**src/rtl/multicycle_control_unit_if.sv**
```systemverilog
// Handshake and control bundle between the multi-cycle sequencer and its datapath/memory side.
interface multicycle_control_unit_if #(
    parameter int OPCODE_WIDTH = 2
);
    logic                    start;
    logic [OPCODE_WIDTH-1:0] opcode;
    logic                    zero;
    logic                    mem_ready;
    logic                    clear;

    logic                    signal_regdst;
    logic                    signal_regwrite;
    logic                    signal_alusrc;
    logic                    signal_branch;
    logic                    signal_memread;
    logic                    signal_memwrite;
    logic                    signal_memtoreg;
    logic                    signal_aluop;
    logic                    signal_pcwrite;
    logic                    signal_irwrite;
    logic                    signal_pcsrc;

    logic                    busy;
    logic                    done;
    logic [1:0]              fault_code;
    logic [2:0]              state;

    modport master (
        output start, opcode, zero, mem_ready, clear,
        input  signal_regdst, signal_regwrite, signal_alusrc, signal_branch,
               signal_memread, signal_memwrite, signal_memtoreg, signal_aluop,
               signal_pcwrite, signal_irwrite, signal_pcsrc,
               busy, done, fault_code, state
    );

    modport slave (
        input  start, opcode, zero, mem_ready, clear,
        output signal_regdst, signal_regwrite, signal_alusrc, signal_branch,
               signal_memread, signal_memwrite, signal_memtoreg, signal_aluop,
               signal_pcwrite, signal_irwrite, signal_pcsrc,
               busy, done, fault_code, state
    );
endinterface

```
**src/rtl/multicycle_control_unit.sv**
```systemverilog
// Multi-cycle instruction sequencer: FETCH/DECODE/EXECUTE/MEM/WRITEBACK with bounded
// memory waits and illegal-opcode / timeout trapping into a sticky FAULT state.
module multicycle_control_unit #(
    parameter int OPCODE_WIDTH = 2,
    parameter int MEM_TIMEOUT  = 15
) (
    input logic                       clock,
    input logic                       reset_n,
    multicycle_control_unit_if.slave  bus
);

    localparam int CNT_RAW = (MEM_TIMEOUT > 0) ? $clog2(MEM_TIMEOUT + 1) : 1;
    localparam int CNT_W   = (CNT_RAW > 1) ? CNT_RAW : 1;
    localparam logic [CNT_W:0] TO_V = (CNT_W + 1)'(MEM_TIMEOUT);

    localparam logic [1:0] OP_R  = 2'd0;
    localparam logic [1:0] OP_LD = 2'd1;
    localparam logic [1:0] OP_ST = 2'd2;

    localparam logic [1:0] FC_NONE    = 2'd0;
    localparam logic [1:0] FC_ILLEGAL = 2'd1;
    localparam logic [1:0] FC_TIMEOUT = 2'd2;

    typedef enum logic [2:0] {
        S_IDLE      = 3'd0,
        S_FETCH     = 3'd1,
        S_DECODE    = 3'd2,
        S_EXECUTE   = 3'd3,
        S_MEM       = 3'd4,
        S_WRITEBACK = 3'd5,
        S_FAULT     = 3'd6
    } state_t;

    state_t           state_q, state_d;
    logic [1:0]       opcode_q, opcode_d;
    logic [1:0]       fault_q, fault_d;
    logic [CNT_W-1:0] cnt_q, cnt_d;
    logic [CNT_W:0]   cnt_inc;
    logic             timeout_hit;
    logic             illegal_op;
    logic             complete;

    logic regdst, regwrite, alusrc, branch, memread, memwrite, memtoreg, aluop;
    logic pcwrite, irwrite, pcsrc, done;

    // Codes above 3 are illegal; with a 2-bit opcode every code is a legal class.
    if (OPCODE_WIDTH > 2) begin : g_wide_opcode
        assign illegal_op = |bus.opcode[OPCODE_WIDTH-1:2];
    end else begin : g_narrow_opcode
        assign illegal_op = 1'b0;
    end

    assign cnt_inc     = {1'b0, cnt_q} + {{CNT_W{1'b0}}, 1'b1};
    assign timeout_hit = (MEM_TIMEOUT != 0) && (cnt_inc >= TO_V);

    always_ff @(posedge clock or negedge reset_n) begin
        if (!reset_n) begin
            state_q  <= S_IDLE;
            opcode_q <= 2'd0;
            fault_q  <= FC_NONE;
            cnt_q    <= '0;
        end else begin
            state_q  <= state_d;
            opcode_q <= opcode_d;
            fault_q  <= fault_d;
            cnt_q    <= cnt_d;
        end
    end

    always_comb begin
        state_d  = state_q;
        opcode_d = opcode_q;
        fault_d  = fault_q;
        complete = 1'b0;
        regdst   = 1'b0;
        regwrite = 1'b0;
        alusrc   = 1'b0;
        branch   = 1'b0;
        memread  = 1'b0;
        memwrite = 1'b0;
        memtoreg = 1'b0;
        aluop    = 1'b0;
        pcwrite  = 1'b0;
        irwrite  = 1'b0;
        pcsrc    = 1'b0;
        done     = 1'b0;

        case (state_q)
            S_IDLE: begin
                if (bus.start) state_d = S_FETCH;
            end
            S_FETCH: begin
                memread = 1'b1;
                if (bus.mem_ready) begin
                    irwrite = 1'b1;
                    pcwrite = 1'b1;
                    state_d = S_DECODE;
                end else if (timeout_hit) begin
                    state_d = S_FAULT;
                    fault_d = FC_TIMEOUT;
                end
            end
            S_DECODE: begin
                opcode_d = bus.opcode[1:0];
                if (illegal_op) begin
                    state_d = S_FAULT;
                    fault_d = FC_ILLEGAL;
                end else begin
                    state_d = S_EXECUTE;
                end
            end
            S_EXECUTE: begin
                case (opcode_q)
                    OP_R: begin
                        aluop   = 1'b1;
                        state_d = S_WRITEBACK;
                    end
                    OP_LD, OP_ST: begin
                        alusrc  = 1'b1;
                        state_d = S_MEM;
                    end
                    default: begin
                        branch   = 1'b1;
                        pcwrite  = bus.zero;
                        pcsrc    = bus.zero;
                        complete = 1'b1;
                    end
                endcase
            end
            S_MEM: begin
                alusrc = 1'b1;
                if (opcode_q == OP_ST) memwrite = 1'b1;
                else                   memread  = 1'b1;
                if (bus.mem_ready) begin
                    if (opcode_q == OP_ST) complete = 1'b1;
                    else                   state_d  = S_WRITEBACK;
                end else if (timeout_hit) begin
                    state_d = S_FAULT;
                    fault_d = FC_TIMEOUT;
                end
            end
            S_WRITEBACK: begin
                regwrite = 1'b1;
                regdst   = (opcode_q == OP_R);
                memtoreg = (opcode_q == OP_LD);
                complete = 1'b1;
            end
            S_FAULT: begin
                if (bus.clear) begin
                    state_d = S_IDLE;
                    fault_d = FC_NONE;
                end
            end
            default: state_d = S_IDLE;
        endcase

        // A start seen in the completing cycle issues the next fetch with no idle gap.
        if (complete) begin
            done    = 1'b1;
            state_d = bus.start ? S_FETCH : S_IDLE;
        end
    end

    // The wait counter restarts whenever FETCH or MEM is (re)entered and saturates at all-ones.
    always_comb begin
        cnt_d = '0;
        if ((state_d == state_q) && ((state_q == S_FETCH) || (state_q == S_MEM))) begin
            cnt_d = cnt_inc[CNT_W] ? cnt_q : cnt_inc[CNT_W-1:0];
        end
    end

    assign bus.signal_regdst   = regdst;
    assign bus.signal_regwrite = regwrite;
    assign bus.signal_alusrc   = alusrc;
    assign bus.signal_branch   = branch;
    assign bus.signal_memread  = memread;
    assign bus.signal_memwrite = memwrite;
    assign bus.signal_memtoreg = memtoreg;
    assign bus.signal_aluop    = aluop;
    assign bus.signal_pcwrite  = pcwrite;
    assign bus.signal_irwrite  = irwrite;
    assign bus.signal_pcsrc    = pcsrc;
    assign bus.busy            = (state_q != S_IDLE);
    assign bus.done            = done;
    assign bus.fault_code      = fault_q;
    assign bus.state           = state_q;

endmodule
```
**src/flat_wrapper.sv**
```systemverilog
// flat-port wrapper written by rule: the top's interface ports become plain ports
module multicycle_control_unit_flat 
#(
    parameter int OPCODE_WIDTH = 2,
    parameter int MEM_TIMEOUT  = 15
)
  (clock, reset_n, bus_start, bus_opcode, bus_zero, bus_mem_ready, bus_clear, bus_signal_regdst, bus_signal_regwrite, bus_signal_alusrc, bus_signal_branch, bus_signal_memread, bus_signal_memwrite, bus_signal_memtoreg, bus_signal_aluop, bus_signal_pcwrite, bus_signal_irwrite, bus_signal_pcsrc, bus_busy, bus_done, bus_fault_code, bus_state);
  multicycle_control_unit_if #(.OPCODE_WIDTH(OPCODE_WIDTH)) bus_i ();
  input logic clock;
  input logic reset_n;
  input wire logic [$bits(bus_i.start)-1:0] bus_start;
  input wire logic [$bits(bus_i.opcode)-1:0] bus_opcode;
  input wire logic [$bits(bus_i.zero)-1:0] bus_zero;
  input wire logic [$bits(bus_i.mem_ready)-1:0] bus_mem_ready;
  input wire logic [$bits(bus_i.clear)-1:0] bus_clear;
  output wire logic [$bits(bus_i.signal_regdst)-1:0] bus_signal_regdst;
  output wire logic [$bits(bus_i.signal_regwrite)-1:0] bus_signal_regwrite;
  output wire logic [$bits(bus_i.signal_alusrc)-1:0] bus_signal_alusrc;
  output wire logic [$bits(bus_i.signal_branch)-1:0] bus_signal_branch;
  output wire logic [$bits(bus_i.signal_memread)-1:0] bus_signal_memread;
  output wire logic [$bits(bus_i.signal_memwrite)-1:0] bus_signal_memwrite;
  output wire logic [$bits(bus_i.signal_memtoreg)-1:0] bus_signal_memtoreg;
  output wire logic [$bits(bus_i.signal_aluop)-1:0] bus_signal_aluop;
  output wire logic [$bits(bus_i.signal_pcwrite)-1:0] bus_signal_pcwrite;
  output wire logic [$bits(bus_i.signal_irwrite)-1:0] bus_signal_irwrite;
  output wire logic [$bits(bus_i.signal_pcsrc)-1:0] bus_signal_pcsrc;
  output wire logic [$bits(bus_i.busy)-1:0] bus_busy;
  output wire logic [$bits(bus_i.done)-1:0] bus_done;
  output wire logic [$bits(bus_i.fault_code)-1:0] bus_fault_code;
  output wire logic [$bits(bus_i.state)-1:0] bus_state;
  assign bus_i.start = bus_start;
  assign bus_i.opcode = bus_opcode;
  assign bus_i.zero = bus_zero;
  assign bus_i.mem_ready = bus_mem_ready;
  assign bus_i.clear = bus_clear;
  assign bus_signal_regdst = bus_i.signal_regdst;
  assign bus_signal_regwrite = bus_i.signal_regwrite;
  assign bus_signal_alusrc = bus_i.signal_alusrc;
  assign bus_signal_branch = bus_i.signal_branch;
  assign bus_signal_memread = bus_i.signal_memread;
  assign bus_signal_memwrite = bus_i.signal_memwrite;
  assign bus_signal_memtoreg = bus_i.signal_memtoreg;
  assign bus_signal_aluop = bus_i.signal_aluop;
  assign bus_signal_pcwrite = bus_i.signal_pcwrite;
  assign bus_signal_irwrite = bus_i.signal_irwrite;
  assign bus_signal_pcsrc = bus_i.signal_pcsrc;
  assign bus_busy = bus_i.busy;
  assign bus_done = bus_i.done;
  assign bus_fault_code = bus_i.fault_code;
  assign bus_state = bus_i.state;
  multicycle_control_unit #(.OPCODE_WIDTH(OPCODE_WIDTH), .MEM_TIMEOUT(MEM_TIMEOUT)) u_core (.clock(clock), .reset_n(reset_n), .bus(bus_i));
endmodule
```
**config.mk**
```make
export PLATFORM = sky130hd
export DESIGN_NAME = multicycle_control_unit_flat
export DESIGN_NICKNAME = d
export VERILOG_FILES = /design/src/rtl/multicycle_control_unit_if.sv /design/src/rtl/multicycle_control_unit.sv /design/src/flat_wrapper.sv
export SDC_FILE = /design/constraint.sdc
export NUM_CORES = 1
export LEC_CHECK = 0
export BUFFER_PORTS_ARGS = -buffer_cell sky130_fd_sc_hd__buf_2
export CAP_MARGIN = 30
export CORE_MARGIN = 2
export CORE_UTILIZATION = 45
export DETAILED_ROUTE_END_ITERATION = 8
export PLACE_DENSITY = 0.78
export SYNTH_ARGS = -nofsm -noshare
export SYNTH_HDL_FRONTEND = slang
export SYNTH_SLANG_ARGS = --single-unit
```
**constraint.sdc**
```tcl
create_clock -name clock -period 1.86 [get_ports clock]
set_input_delay 0.186 -clock clock [delete_from_list [all_inputs] [get_ports clock]]
set_output_delay 0.186 -clock clock [all_outputs]
set_load 0.01 [all_outputs]
```
==> flow_metrics.py <==
metrics = {
    "sta": {
        "min_period_ns": 1.76,
        "fmaxAchievable_mhz": 568,
        "finalSetupTns_ns": 0,
        "finalMaxSlewViolations": 0,
        "setup_violations": 0,
        "timing.final.crit_share_pct": 94.7,
        "rsz0062_at_grt": "false",
        "finClkSkew_ns": 0.0140,
        "hold_violations": 0,
    },
    "synth": {
        "synth_top_area_share_pct": 29.0,
        "syn_avg_cell_area_um2": 8.14,
        "yosysTopAreaCell": "dfrtp_1",
        "syn_nets": 121,
        "ys_warn_count": 0,
        "syn_area_um2": 863,
        "postSynthCellCount": 106,
        "ys_ff_latch": 10,
        "yosysSeqAreaShare_pct": 29.0,
        "synth_cell_types": 38,
        "synthTopCellsByArea": "dfrtp_1 29%, ha_1 10%, and3_1 4.3%, nand2b_1 4.3%, a21oi_1 4.1%",
    },
    "global_route": {
        "grt_overflow_total": 0,
        "gr-usage-all-layers_pct": 18.9,
        "grt_pass1_wl_um": 3050,
        "antenna_found_initial": 0,
        "grt_max_degree": 15,
        "grt_pass1_vias": 698,
    },
    "placed_design": {
        "portBuffers": 24,
        "dp_hpwl_um": 1470,
        "gp_congestion": 0.843,
    },
    "final_layout": {
        "drive_gt1_share_pct": 30.0,
        "nNetsFinal": 147,
        "antenna_cells": 0,
        "fin_util_pct": 58.7,
        "fillCellCount": 180,
        "area_growth_pct": 19.9,
    },
    "pwr": {
        "seq_power_share_pct": 30.1,
        "clockPowerShare_pct": 10.7,
        "intPower_uw": 741,
        "comb_power_share_pct": 59.2,
        "sw_frac_of_total_pct": 46.9,
        "p_sw_uw": 653,
        "p_leak_nw": 0.541,
        "p_per_area_mw_per_mm2": 1350,
        "vdd_ir_drop_max_v": 0.000780,
    },
    "hold_path": {
        "hold_depth": 3,
        "hp-start": "bus_start",
        "whs_endpoint": "u_core.bus.state[0]",
        "min_path_type": "in -> reg",
    },
    "setup_path": {
        "worstSetupEndpointType": "output port",
        "r2r_end": "u_core.bus.state[2]",
        "crit_type": "reg -> out",
        "r2r_cells": 6,
        "slowest_stage": "dfrtp_2",
        "r2r-start": "u_core.cnt_q[0]",
        "slowest_delay_ns": 0.49,
        "cp.arrival_ns": 1.58,
        "rrSetupSlack_ns": 0.15,
        "start_kind": "flop",
        "path_cells": "and3b_1 > and3_1 > or2_1 > buf_2",
        "critPathRequiredTime_ns": 1.67,
        "cp_max_fo": 12,
    },
    "clocking": {
        "cts-root-buf": "clkbuf_4",
        "clock_latency_ns": 0.28,
        "cts_tree": "yes",
        "clkTransAtPathRegs_ns": 0.07,
        "clockBufferDepth": 2,
        "cts_made_buffers": 3,
        "cts_setup_buffers": 0,
        "numClockSinks": 10,
        "htreeDepth": 1,
    },
    "drt": {
        "ant_nets": 0,
        "routed_wl_um": 1930,
        "drt_iter0_drc": 31,
        "drc": 0,
        "first_pass_iters": 4,
        "wl_per_cell_um": 12.5,
        "via_count": 875,
        "viasPerCell": 5.65,
    },
    "floorplanning": {
        "dieArea_mm2": 0.00228,
        "die_x_um": 47.8,
        "ioPinCount": 26,
        "num_rows": 15,
        "coreArea_mm2": 0.00176,
        "die_h_um": 47.8,
        "initial_utilization_pct": 48.9,
    },
    "run": {
        "drv_cap": 0,
    },
    "run_status": {
        "status": "completed",
    },
}
==> worst max-delay path by stage <==
stage	start	to	slack, ns	depth (start not counted)
floorplan	u_core.cnt_q[0]	u_core.bus.state[2]	0.33	6
global placement	u_core.cnt_q[0]	u_core.cnt_q[2]	0.27	5
detailed placement	u_core.cnt_q[0]	u_core.bus.state[2]	0.19	6
CTS	u_core.bus.state[1]	bus_signal_pcwrite	0.06	4
global route	u_core.bus.state[2]	bus_signal_pcwrite	0.04	4
finish	u_core.bus.state[1]	bus_signal_pcwrite	0.1	4
==> routing by layer <==
layer / vias to the layer above / GRT usage (%) / wire (µm)
met1: 421 / 28.7 / 926
met2: 25 / 26.7 / 862
li1: 425 / - / -
met4: 0 / 3.24 / 17
met3: 4 / 6.04 / 125
met5: - / 0 / 0
==> cell families (layout without fill, tap and decap cells) <==
logic type / Yosys count / count (layout) / synth area share [%]
compound gates: 28 / 28 / 20.7
xor+xnor: 1 / 1 / 1.01
fa+ha+maj: 7 / 7 / 10.1
buf+inv: 13 / 37 / 6.52
flops: 10 / 10 / 29.0
mux: 4 / 4 / 5.07
other cells: 1 / 1 / 0.434
simple gates: 42 / 42 / 27.1
==> through the flow <==
stage / area [µm²] / hold WS (ns) / cells / power, mW / worst slack, ns
floorplan: 863 / -0.110 / 106 / 0.980 / 0.327
global placement: 1000 / 0.0534 / 151 / 1.22 / 0.265
detailed placement: 1000 / 0.0545 / 151 / 1.23 / 0.192
CTS: 1030 / 0.156 / 155 / 1.38 / 0.0625
global route: 1030 / 0.147 / 155 / 1.52 / 0.0413
finish: 1030 / 0.149 / 155 / 1.39 / 0.0982
==> power groups by stage <==
stage	clock network, mW	registers [mW]	logic (mW)
after floorplan	0	0.370	0.610
after global placement	0	0.408	0.815
after detailed placement	0	0.416	0.811
after CTS	0.148	0.413	0.818
after global routing	0.161	0.436	0.926
final	0.150	0.419	0.825
==> area by class of cell <==
class / instances / area (µm²) / share of cell area, %
clock buffers: 3 / 22.5 / 2.18
inverters: 7 / 26.3 / 2.54
multi-input cells: 83 / 557 / 53.8
flip-flops and latches: 10 / 253 / 24.4
well taps: 25 / 31.3 / 3.02
repair buffers: 27 / 145 / 14.0
==> cell usage in the layout, fill, tap and decap left out <==
cell	synthesis	final
a31o_2	1	1
clkbuf_4	0	3
nor3b_1	1	1
o22ai_1	1	1
or2_2	1	1
dfrtp_1	10	8
a211o_1	1	1
mux2i_1	1	1
nor2_1	3	3
or3b_2	1	1
inv_1	7	7
o21a_1	1	1
nor2b_1	2	2
buf_4	1	2
nand2b_1	6	6
ha_1	7	7
a22oi_1	1	1
dfrtp_2	0	2
o211a_1	1	1
a31oi_1	3	3
nand2_1	9	9
conb_1	1	1
or3_4	1	1
nand3_1	2	2
o21ai_0	7	7
dlygate4sd3_1	0	1
o2bb2ai_1	1	1
and2_1	2	2
a221oi_1	1	1
a21oi_1	7	7
a21oi_2	1	1
o211ai_1	1	1
nor3_1	6	6
xnor2_1	1	1
and3_1	6	6
mux2_2	3	3
or2_1	1	1
and3b_1	1	1
o21bai_1	1	1
buf_2	3	24
==> cell usage after synthesis <==
cell type	number
a211o_1	1
dfrtp_1	10
nor3b_1	1
or2_2	1
buf_2	3
nor2_1	3
and3b_1	1
or3b_2	1
nor3_1	6
mux2i_1	1
o21a_1	1
or3_4	1
clkbuf_1	2
o21ai_0	7
and3_1	6
a21oi_2	1
o21bai_1	1
a31oi_1	3
o211ai_1	1
o2bb2ai_1	1
and2_1	2
a21oi_1	7
ha_1	7
a31o_2	1
nand2_1	9
conb_1	1
or2_1	1
xnor2_1	1
nand2b_1	6
a22oi_1	1
inv_1	7
nand3_1	2
a221oi_1	1
mux2_2	3
nor2b_1	2
buf_4	1
o22ai_1	1
o211a_1	1
==> timing repair <==
item | 4_1_cts | 5_1_grt
hold endpoints to repair | 10 | 0
hold buffers | 1 | 0
endpoints found under the setup margin | 0 | 1
resized for setup | 0 | 2
==> state kept, by name, indices dropped and copies added, names as in the netlist <==
signal and cells:
u_core.opcode_q 2, u_core.bus.state 3, u_core.bus.fault_code 1, u_core.cnt_q 4
==> worst max-delay path: cells and delay by family, from the launching register on <==
kind | cells | cell delay (ns)
buf+inv | 1 | 0.13
flops | 1 | 0.49
simple gates | 3 | 0.67
(Power assumes the default switching activity.)
